**src/rtl/uart_core.sv**
```systemverilog
// Register-mapped 8N1 UART: transmit holding register plus shifter on TxD,
// 16x-oversampled receiver on RxD, with polled status flags.
module uart_core #(
  parameter int BAUD_DIV = 27
) (
  input  logic       SysClk,
  input  logic       Reset,
  input  logic [1:0] Addr,
  input  logic [7:0] WrData,
  output logic [7:0] RdData,
  input  logic       CS_N,
  input  logic       RD_N,
  input  logic       WR_N,
  output logic       TxD,
  input  logic       RxD
);

  localparam int CW = (BAUD_DIV > 1) ? $clog2(BAUD_DIV) : 1;
  localparam logic [CW-1:0] DIV_LAST = CW'(BAUD_DIV - 1);

  localparam logic [1:0] TX_IDLE  = 2'd0;
  localparam logic [1:0] TX_START = 2'd1;
  localparam logic [1:0] TX_DATA  = 2'd2;
  localparam logic [1:0] TX_STOP  = 2'd3;

  localparam logic [1:0] RX_IDLE  = 2'd0;
  localparam logic [1:0] RX_START = 2'd1;
  localparam logic [1:0] RX_DATA  = 2'd2;
  localparam logic [1:0] RX_STOP  = 2'd3;

  logic [CW-1:0] div_q, div_d;
  logic          tick;

  logic [1:0] tx_state_q, tx_state_d;
  logic [7:0] thr_q, thr_d;
  logic       thr_full_q, thr_full_d;
  logic [7:0] tsh_q, tsh_d;
  logic [3:0] tx_tcnt_q, tx_tcnt_d;
  logic [2:0] tx_bit_q, tx_bit_d;
  logic       txd_q, txd_d;
  logic       tx_load;

  logic       rx_meta_q, rxs_q;
  logic [1:0] rx_state_q, rx_state_d;
  logic [3:0] rx_cnt_q, rx_cnt_d;
  logic [2:0] rx_bit_q, rx_bit_d;
  logic [7:0] rsh_q, rsh_d;
  logic [7:0] rbr_q, rbr_d;
  logic       rdy_q, rdy_d;
  logic       ovr_q, ovr_d;
  logic       frm_q, frm_d;

  logic wr_thr, rd_ev, tx_empty;

  assign tick     = (div_q == DIV_LAST);
  assign div_d    = tick ? '0 : div_q + CW'(1);
  assign wr_thr   = !CS_N && !WR_N && (Addr == 2'b00);
  assign rd_ev    = !CS_N && !RD_N && WR_N;
  assign tx_empty = !thr_full_q && (tx_state_q == TX_IDLE);
  assign TxD      = txd_q;

  always_comb begin
    tx_state_d = tx_state_q;
    thr_d      = thr_q;
    thr_full_d = thr_full_q;
    tsh_d      = tsh_q;
    tx_tcnt_d  = tx_tcnt_q;
    tx_bit_d   = tx_bit_q;
    txd_d      = txd_q;
    tx_load    = 1'b0;
    if (tx_state_q != TX_IDLE && tick) tx_tcnt_d = tx_tcnt_q + 4'd1;
    case (tx_state_q)
      TX_IDLE:  if (thr_full_q) tx_load = 1'b1;
      TX_START: if (tick && tx_tcnt_q == 4'd15) begin
        tx_state_d = TX_DATA;
        txd_d      = tsh_q[0];
        tx_bit_d   = 3'd0;
      end
      TX_DATA:  if (tick && tx_tcnt_q == 4'd15) begin
        if (tx_bit_q == 3'd7) begin
          tx_state_d = TX_STOP;
          txd_d      = 1'b1;
        end else begin
          tsh_d    = {1'b0, tsh_q[7:1]};
          txd_d    = tsh_q[1];
          tx_bit_d = tx_bit_q + 3'd1;
        end
      end
      TX_STOP:  if (tick && tx_tcnt_q == 4'd15) begin
        if (thr_full_q) tx_load = 1'b1;
        else tx_state_d = TX_IDLE;
      end
      default:  tx_state_d = TX_IDLE;
    endcase
    // Loading empties THR, so it can never coincide with an accepted write
    if (tx_load) begin
      tsh_d      = thr_q;
      thr_full_d = 1'b0;
      txd_d      = 1'b0;
      tx_state_d = TX_START;
      tx_tcnt_d  = 4'd0;
    end
    if (wr_thr && !thr_full_q) begin
      thr_d      = WrData;
      thr_full_d = 1'b1;
    end
  end

  always_comb begin
    rx_state_d = rx_state_q;
    rx_cnt_d   = rx_cnt_q;
    rx_bit_d   = rx_bit_q;
    rsh_d      = rsh_q;
    rbr_d      = rbr_q;
    rdy_d      = rdy_q;
    ovr_d      = ovr_q;
    frm_d      = frm_q;
    if (rd_ev && Addr == 2'b00) rdy_d = 1'b0;
    if (rd_ev && Addr == 2'b01) begin
      ovr_d = 1'b0;
      frm_d = 1'b0;
    end
    if (tick) begin
      case (rx_state_q)
        RX_IDLE:  if (!rxs_q) begin
          rx_state_d = RX_START;
          rx_cnt_d   = 4'd0;
        end
        RX_START: if (rx_cnt_q == 4'd7) begin
          rx_cnt_d   = 4'd0;
          rx_bit_d   = 3'd0;
          rx_state_d = rxs_q ? RX_IDLE : RX_DATA;
        end else begin
          rx_cnt_d = rx_cnt_q + 4'd1;
        end
        RX_DATA: begin
          rx_cnt_d = rx_cnt_q + 4'd1;
          if (rx_cnt_q == 4'd15) begin
            rsh_d    = {rxs_q, rsh_q[7:1]};
            rx_bit_d = rx_bit_q + 3'd1;
            if (rx_bit_q == 3'd7) rx_state_d = RX_STOP;
          end
        end
        RX_STOP: begin
          rx_cnt_d = rx_cnt_q + 4'd1;
          // Completion is applied after read-clears so its flags win
          if (rx_cnt_q == 4'd15) begin
            rbr_d      = rsh_q;
            if (!rxs_q) frm_d = 1'b1;
            if (rdy_q) ovr_d = 1'b1;
            rdy_d      = 1'b1;
            rx_state_d = RX_IDLE;
          end
        end
        default: rx_state_d = RX_IDLE;
      endcase
    end
  end

  always_comb begin
    RdData = 8'h00;
    if (!CS_N && !RD_N) begin
      case (Addr)
        2'b00:   RdData = rbr_q;
        2'b01:   RdData = {3'b000, !thr_full_q, tx_empty, frm_q, ovr_q, rdy_q};
        default: RdData = 8'h00;
      endcase
    end
  end

  always_ff @(posedge SysClk) begin
    if (!Reset) begin
      div_q      <= '0;
      tx_state_q <= TX_IDLE;
      thr_full_q <= 1'b0;
      tx_tcnt_q  <= 4'd0;
      tx_bit_q   <= 3'd0;
      txd_q      <= 1'b1;
      rx_meta_q  <= 1'b1;
      rxs_q      <= 1'b1;
      rx_state_q <= RX_IDLE;
      rx_cnt_q   <= 4'd0;
      rx_bit_q   <= 3'd0;
      rbr_q      <= 8'h00;
      rdy_q      <= 1'b0;
      ovr_q      <= 1'b0;
      frm_q      <= 1'b0;
    end else begin
      div_q      <= div_d;
      tx_state_q <= tx_state_d;
      thr_full_q <= thr_full_d;
      tx_tcnt_q  <= tx_tcnt_d;
      tx_bit_q   <= tx_bit_d;
      txd_q      <= txd_d;
      rx_meta_q  <= RxD;
      rxs_q      <= rx_meta_q;
      rx_state_q <= rx_state_d;
      rx_cnt_q   <= rx_cnt_d;
      rx_bit_q   <= rx_bit_d;
      rbr_q      <= rbr_d;
      rdy_q      <= rdy_d;
      ovr_q      <= ovr_d;
      frm_q      <= frm_d;
    end
  end

  // Shift/holding data is qualified by the control state, so it needs no reset
  always_ff @(posedge SysClk) begin
    thr_q <= thr_d;
    tsh_q <= tsh_d;
    rsh_q <= rsh_d;
  end

endmodule

```
**config.mk**
```make
export PLATFORM = sky130hd
export DESIGN_NAME = uart_core
export DESIGN_NICKNAME = d
export VERILOG_FILES = /design/src/rtl/uart_core.sv
export SDC_FILE = /design/constraint.sdc
export NUM_CORES = 1
export LEC_CHECK = 0
export ABC_AREA = 1
export CORE_MARGIN = 5
export CORE_UTILIZATION = 61
export DETAILED_ROUTE_END_ITERATION = 10
export HOLD_SLACK_MARGIN = 0.15
export PLACE_DENSITY = 0.84
export SETUP_SLACK_MARGIN = 0.02
export SLEW_MARGIN = 20
export SYNTH_ARGS = -nofsm -noshare
export SYNTH_HDL_FRONTEND = slang
export SYNTH_SLANG_ARGS = --single-unit
export TNS_END_PERCENT = 1
```
**constraint.sdc**
```tcl
create_clock -name SysClk -period 3.44 [get_ports SysClk]
set_input_delay 0.688 -clock SysClk [delete_from_list [all_inputs] [get_ports SysClk]]
set_output_delay 0.688 -clock SysClk [all_outputs]
set_load 0.01 [all_outputs]
```
---- Word-level counts from Yosys, hierarchy flattened ----
Cells that the tools add are included.
operators by class
  $add $sub $neg .......................... 5
  multipliers ............................. 0
  divide/modulo/power cells ............... 0
  magnitude comparators ................... 0
  equality and inequality tests ........... 30
  shift-type cells ........................ 0
  muxes and demuxes ....................... 54
  bitwise gates (word level) .............. 1
  reductions and logical operators ........ 39
operator list
  kind                                                  number
  2-to-1 mux 8 bit                                      5
  inequality test 2 bit (second input constant)         12
  2-to-1 mux 1 bit                                      23
  2-to-1 mux 2 bit                                      11
  AND reduction 6 bit                                   3
  one-hot mux 8 bit (2 select lines)                    1
  2-to-1 mux 3 bit                                      5
  inequality test 3 bit (second input constant)         5
  one-hot mux 3 bit (2 select lines)                    2
  one-hot mux 4 bit (3 select lines)                    1
  AND reduction 3 bit                                   4
  nonzero test 2 bit                                    6
  logical AND 1 bit                                     10
  adder 4 x 1 -> 4 bit (second input constant)          2
  equality test 2 bit (second input constant)           4
  equality test 4 bit (second input constant)           2
  2-to-1 mux 4 bit                                      2
  one-hot mux 2 bit (4 select lines)                    1
  AND reduction 4 bit                                   2
  adder 3 x 1 -> 3 bit (second input constant)          2
  equality test 2 x 1 -> 1 bit (second input constant)  3
  equality test 3 bit (second input constant)           2
  zero test 2 bit                                       3
  one-hot mux 2 bit (3 select lines)                    1
  10 further kinds                                      17
word-level totals
  register bits after elaboration ......... 62
  bits in latches ......................... 0
  RAM bits ................................ 0
  bits in read-only memories .............. 0
  logic and storage cells ................. 148
  memories ................................ 0

---- Logic depth before layout (Yosys ltp) ----
  depth in word-level cells ............... 9
  depth in mapped cells ................... 11
  mapped depth without buffers ............ 11

---- Least setup slack after synthesis ----
OpenSTA, ideal clock, no wires.
  path kind ............................... input port to output port
  start point ............................. in Addr[1]
  end point ............................... out RdData[0]
  arrival time ............................ 1.364 ns
  data required time ...................... 2.752 ns
  setup slack ............................. 1.388 ns
  stages .................................. 3
  buffers on the path ..................... 0
  path through ............................ nor2_1 -> nand2_1 -> a21oi_1
between the ends
  longest elaborated chain between the ends .. 3
  elaborated cells on any way between the ends .. 4
  those cells by class .................... eq/ne (1); mux (2); reduce/logical (1)
RTL lines
  element                                                                 RTL line  RTL
  start: declaration                                                      8         input logic [1:0] Addr,
  equality test 2 x 1 -> 1 bit / zero test 2 bit (equally long branches)  163       case (Addr)
  one-hot mux 8 bit (2 select lines) (*)                                  163
  2-to-1 mux 8 bit (*)                                                    162       if (!CS_N && !RD_N) begin
  end: declaration                                                        10        output logic [7:0] RdData,
Every way passes the cells marked *; elsewhere a longest branch is shown, timed or not.

---- Worst setup path after layout ----
  start point ............................. in Addr[0]
  end point ............................... out RdData[3]
Same word-level chain as after synthesis.

==> parameters.txt <==
Parameter                              Value

STA
  Top achievable clock speed ... 0.328 GHz
  Final-report max-slew violation count ... 0
  Worst Max-Slew Pin Slew ... 0.537 ns
  Post-route fraction of the period consumed by the critical path ... 88.6%
  Setup clock skew after layout ... 0.00410 ns
  Number of failing setup endpoints in the final timing report ... 0
  Period minus WS final ... 3.05 ns
  Max_slew headroom ... 64.0%
  Smallest hold slack ... 0.414 ns
  Summed negative setup slack over all endpoints ... 0 ns
  RSZ-0062 raised after global routing ... false
  Total count of hold-check failures in the final report ... 0

Clocking
  Clock buffer count from CTS ... 9
  Later-pin clock latency in the skew report ... 0.33 ns
  Count of buffers added by post-CTS timing repair for setup ... 0
  Clock-pin slew on the worst setup and hold paths ... 0.06 ns
  Clock tree from TritonCTS ... built
  Number of buffers inserted by hold repair at cts ... 0
  Max Root-Sink Buffers ... 2
  Root cell of the clock tree ... clkbuf_8
  TritonCTS Sinks ... 62
  Post-CTS Resized ... 0
  H-tree Lvls ... 3

Pwr
  Largest vdd supply drop ... 0.310 mV
  Power density relative to cell area ... 465 nW/µm²
  Logic pwr share ... 8.4%
  Switching Fraction ... 23.1%
  Total Power Consumption ... 1.52 mW
  Static Leakage ... 1.35 nW
  Total net switching power ... 351 µW
  Clk network pwr share ... 39.8%
  Cell internal power dissipation ... 1.17 mW
  Share of power burned in registers ... 51.8%

GRT
  Global-route wire length before repair ... 9250 µm
  Largest net degree at the start of global routing ... 21
  Number of antenna violations at the first check in global routing ... 0
  Number of global-route vias before repair ... 2174
  Remaining global-route overflow ... 0
  Global-route usage over all layers ... 19.2%

Drt
  Post-Route WL ... 5420 µm
  Routed Antenna Nets ... 0
  Vias after detailed routing ... 2201
  Pre-antenna DRT Iters ... 4
  Number of vias per cell after detailed routing ... 5.28
  Wire per inst ... 13.0 µm
  Number of violations reported at the end of detailed-routing iteration 0 ... 122
  Remaining routing DRC violations ... 0

Floorplanning
  # IOs ... 25
  Die span in x ... 77.3 µm
  Die ar. ... 5980 µm²
  Starting Density ... 63.0%
  Vertical extent of the die ... 77.3 µm
  Std cell rows ... 24
  Area of the core ... 4380 µm²

Synth
  Area of the mapped netlist ... 2760 µm²
  Count of mapped cells out of synthesis ... 326
  Mapped Avg Cell Area ... 8.48 µm²
  Number of synthesized register bits ... 62
  Total nets after synthesis ... 354
  Count of yosys warnings during synthesis ... 0
  Sequential-to-total area share from yosys stat ... 53.6%
  Number of library cell types mapped by synthesis ... 29

Final layout
  Area of the multi-input gates ... 1120 µm²
  Area taken by flip-flops and latches ... 1480 µm²
  Number of antenna repair diodes ... 0
  Number of fill cells in the layout ... 333
  Commonest non-fill, non-tap cell in the layout ... nand2_1
  Commonest cells after routing, fill and taps aside ... nand2_1 (79), nor2_1 (49), dfxtp_1 (38), inv_1 (36)
  Signed area change from the synthesized netlist to the final layout ... 18.0%
  Nets ... 388
  Ratio of cells with drive above 1 in the final layout ... 7.67%

Worst hold path
  Hold Startpoint ... rx_meta_q
  Hold crit path type ... reg -> reg
  Hold Path Stages ... 1

Worst setup path
  Arrival time at the worst endpoint ... 2.36 ns
  Maximum fanout count along the critical path ... 5
  Worst Reg2Reg Path Length in Cells ... 9
  Crit path kind ... in -> out
  Worst EP required ... 2.75 ns
  CP cell instances ... clkdlybuf4s50_1 > inv_1 > nor2_1 > nand2_1 > nor2_1 > a21oi_1 > nor2_1 > clkdlybuf4s50_1
  Nature of the critical path startpoint ... input port
  Cell at the slowest stage of the critical path ... clkdlybuf4s50_1
  Category of the worst setup path capture point ... output pin
  Origin of the worst setup path ... Addr[0]
  Top cell by count, worst path ... nor2_1
  Reg2reg start ... div_q[0]
  CP max stage delay ... 0.54 ns

Placed design
  Port Buf Inserts ... 24
  Last weighted congestion value of the routability-driven placer ... 0.828
  DPL Wire Length ... 3870 µm

Outcome
  Status ... finished, final reports clean

Run
  Maximum Capacitance Violations ... 0
path summary, 6_finish.rpt:
| kind | to | slack (ns) |
|---|---|---|
| worst max-delay path | RdData[3] | 0.39 |
| worst min register to register | rxs_q | 0.41 |
| worst min-delay path | rxs_q | 0.41 |
| worst max register to register | tsh_q[1] | 1.59 |
power by group through the flow:
stage	Sequential, mW	Combinational (mW)	Clock [mW]
3_5_place_dp	0.802	0.124	0
3_3_place_gp	0.801	0.120	0
5_1_grt	0.786	0.144	0.651
4_1_cts	0.786	0.126	0.615
6_report	0.786	0.127	0.603
2_1_floorplan	0.800	0.0802	0
per-stage QoR:
stage	utilization, %	setup WS (ns)	instances	cell area [µm²]
3_5_place_dp	69.9	0.389	401	3070
2_1_floorplan	-	1.39	326	2760
3_3_place_gp	69.9	0.420	401	3070
5_1_grt	74.4	0.249	417	3260
4_1_cts	74.4	0.391	417	3260
6_report	74.4	0.391	417	3260
state kept, by name, summed over array words and instances, names as in the netlist, 2 cells and up, named ones only:
register,count
tx_tcnt_q,4
rx_cnt_q,4
rx_bit_q,3
div_q,5
rsh_q,8
rbr_q,8
tx_state_q,2
thr_q,8
tsh_q,8
tx_bit_q,3
logic make-up after synthesis:
group                      count (synthesis)  synth area share [%]
buffers and inverters                     41                  5.93
AOI/OAI and AO/OA                         42                  7.97
DFF                                       62                  53.6
adders and majority gates                 12                  5.43
xor gates and xnor gates                   5                  1.58
and+or+nand+nor                          164                  25.5
critical path: cells and delay by family:
kind / cells / cell delay [ns]
compound gates: 1 / 0.05
buf+inv: 3 / 1.06
simple gates: 4 / 0.57
layer usage:
metal / vias to the layer above / global-route usage (%) / routed length, µm
met5: - / 0 / 0
met4: 0 / 8.42 / 107
met3: 12 / 4.57 / 239
met2: 58 / 34.4 / 2810
met1: 1003 / 21.6 / 2260
li1: 1128 / - / -
layout make-up:
cell class,instances,share of cell area (%)
clock inverters,3,0.460
flip-flops and latches,62,45.4
repair buffers,27,8.06
inverters,37,4.26
well taps,52,1.99
clock buffers,13,5.52
multi-input cells,223,34.3
synth_stat cells:
cell type	count	area [µm²]
nor2_4	1	11.3
o211a_1	1	10.0
o21ai_1	1	5.00
nor3b_2	1	12.5
o21ai_0	18	90.1
nor2_2	1	6.26
nand2_2	1	6.26
nor3_1	2	10.0
nand2_4	2	22.5
ha_1	12	150
inv_1	36	135
buf_2	2	10.0
clkinv_1	1	3.75
o211ai_1	1	7.51
or2_2	2	12.5
nand3_2	1	10.0
nor3_2	1	10.0
nand2_1	79	297
buf_6	1	11.3
o22ai_1	2	12.5
nand4_1	2	12.5
xor2_1	2	17.5
dfxtp_1	38	761
nand3_1	22	110
nor2_1	49	184
edfxtp_1	24	721
xnor2_1	3	26.3
a21oi_1	19	95.1
clkbuf_1	1	3.75
(Power assumes the default switching activity.)
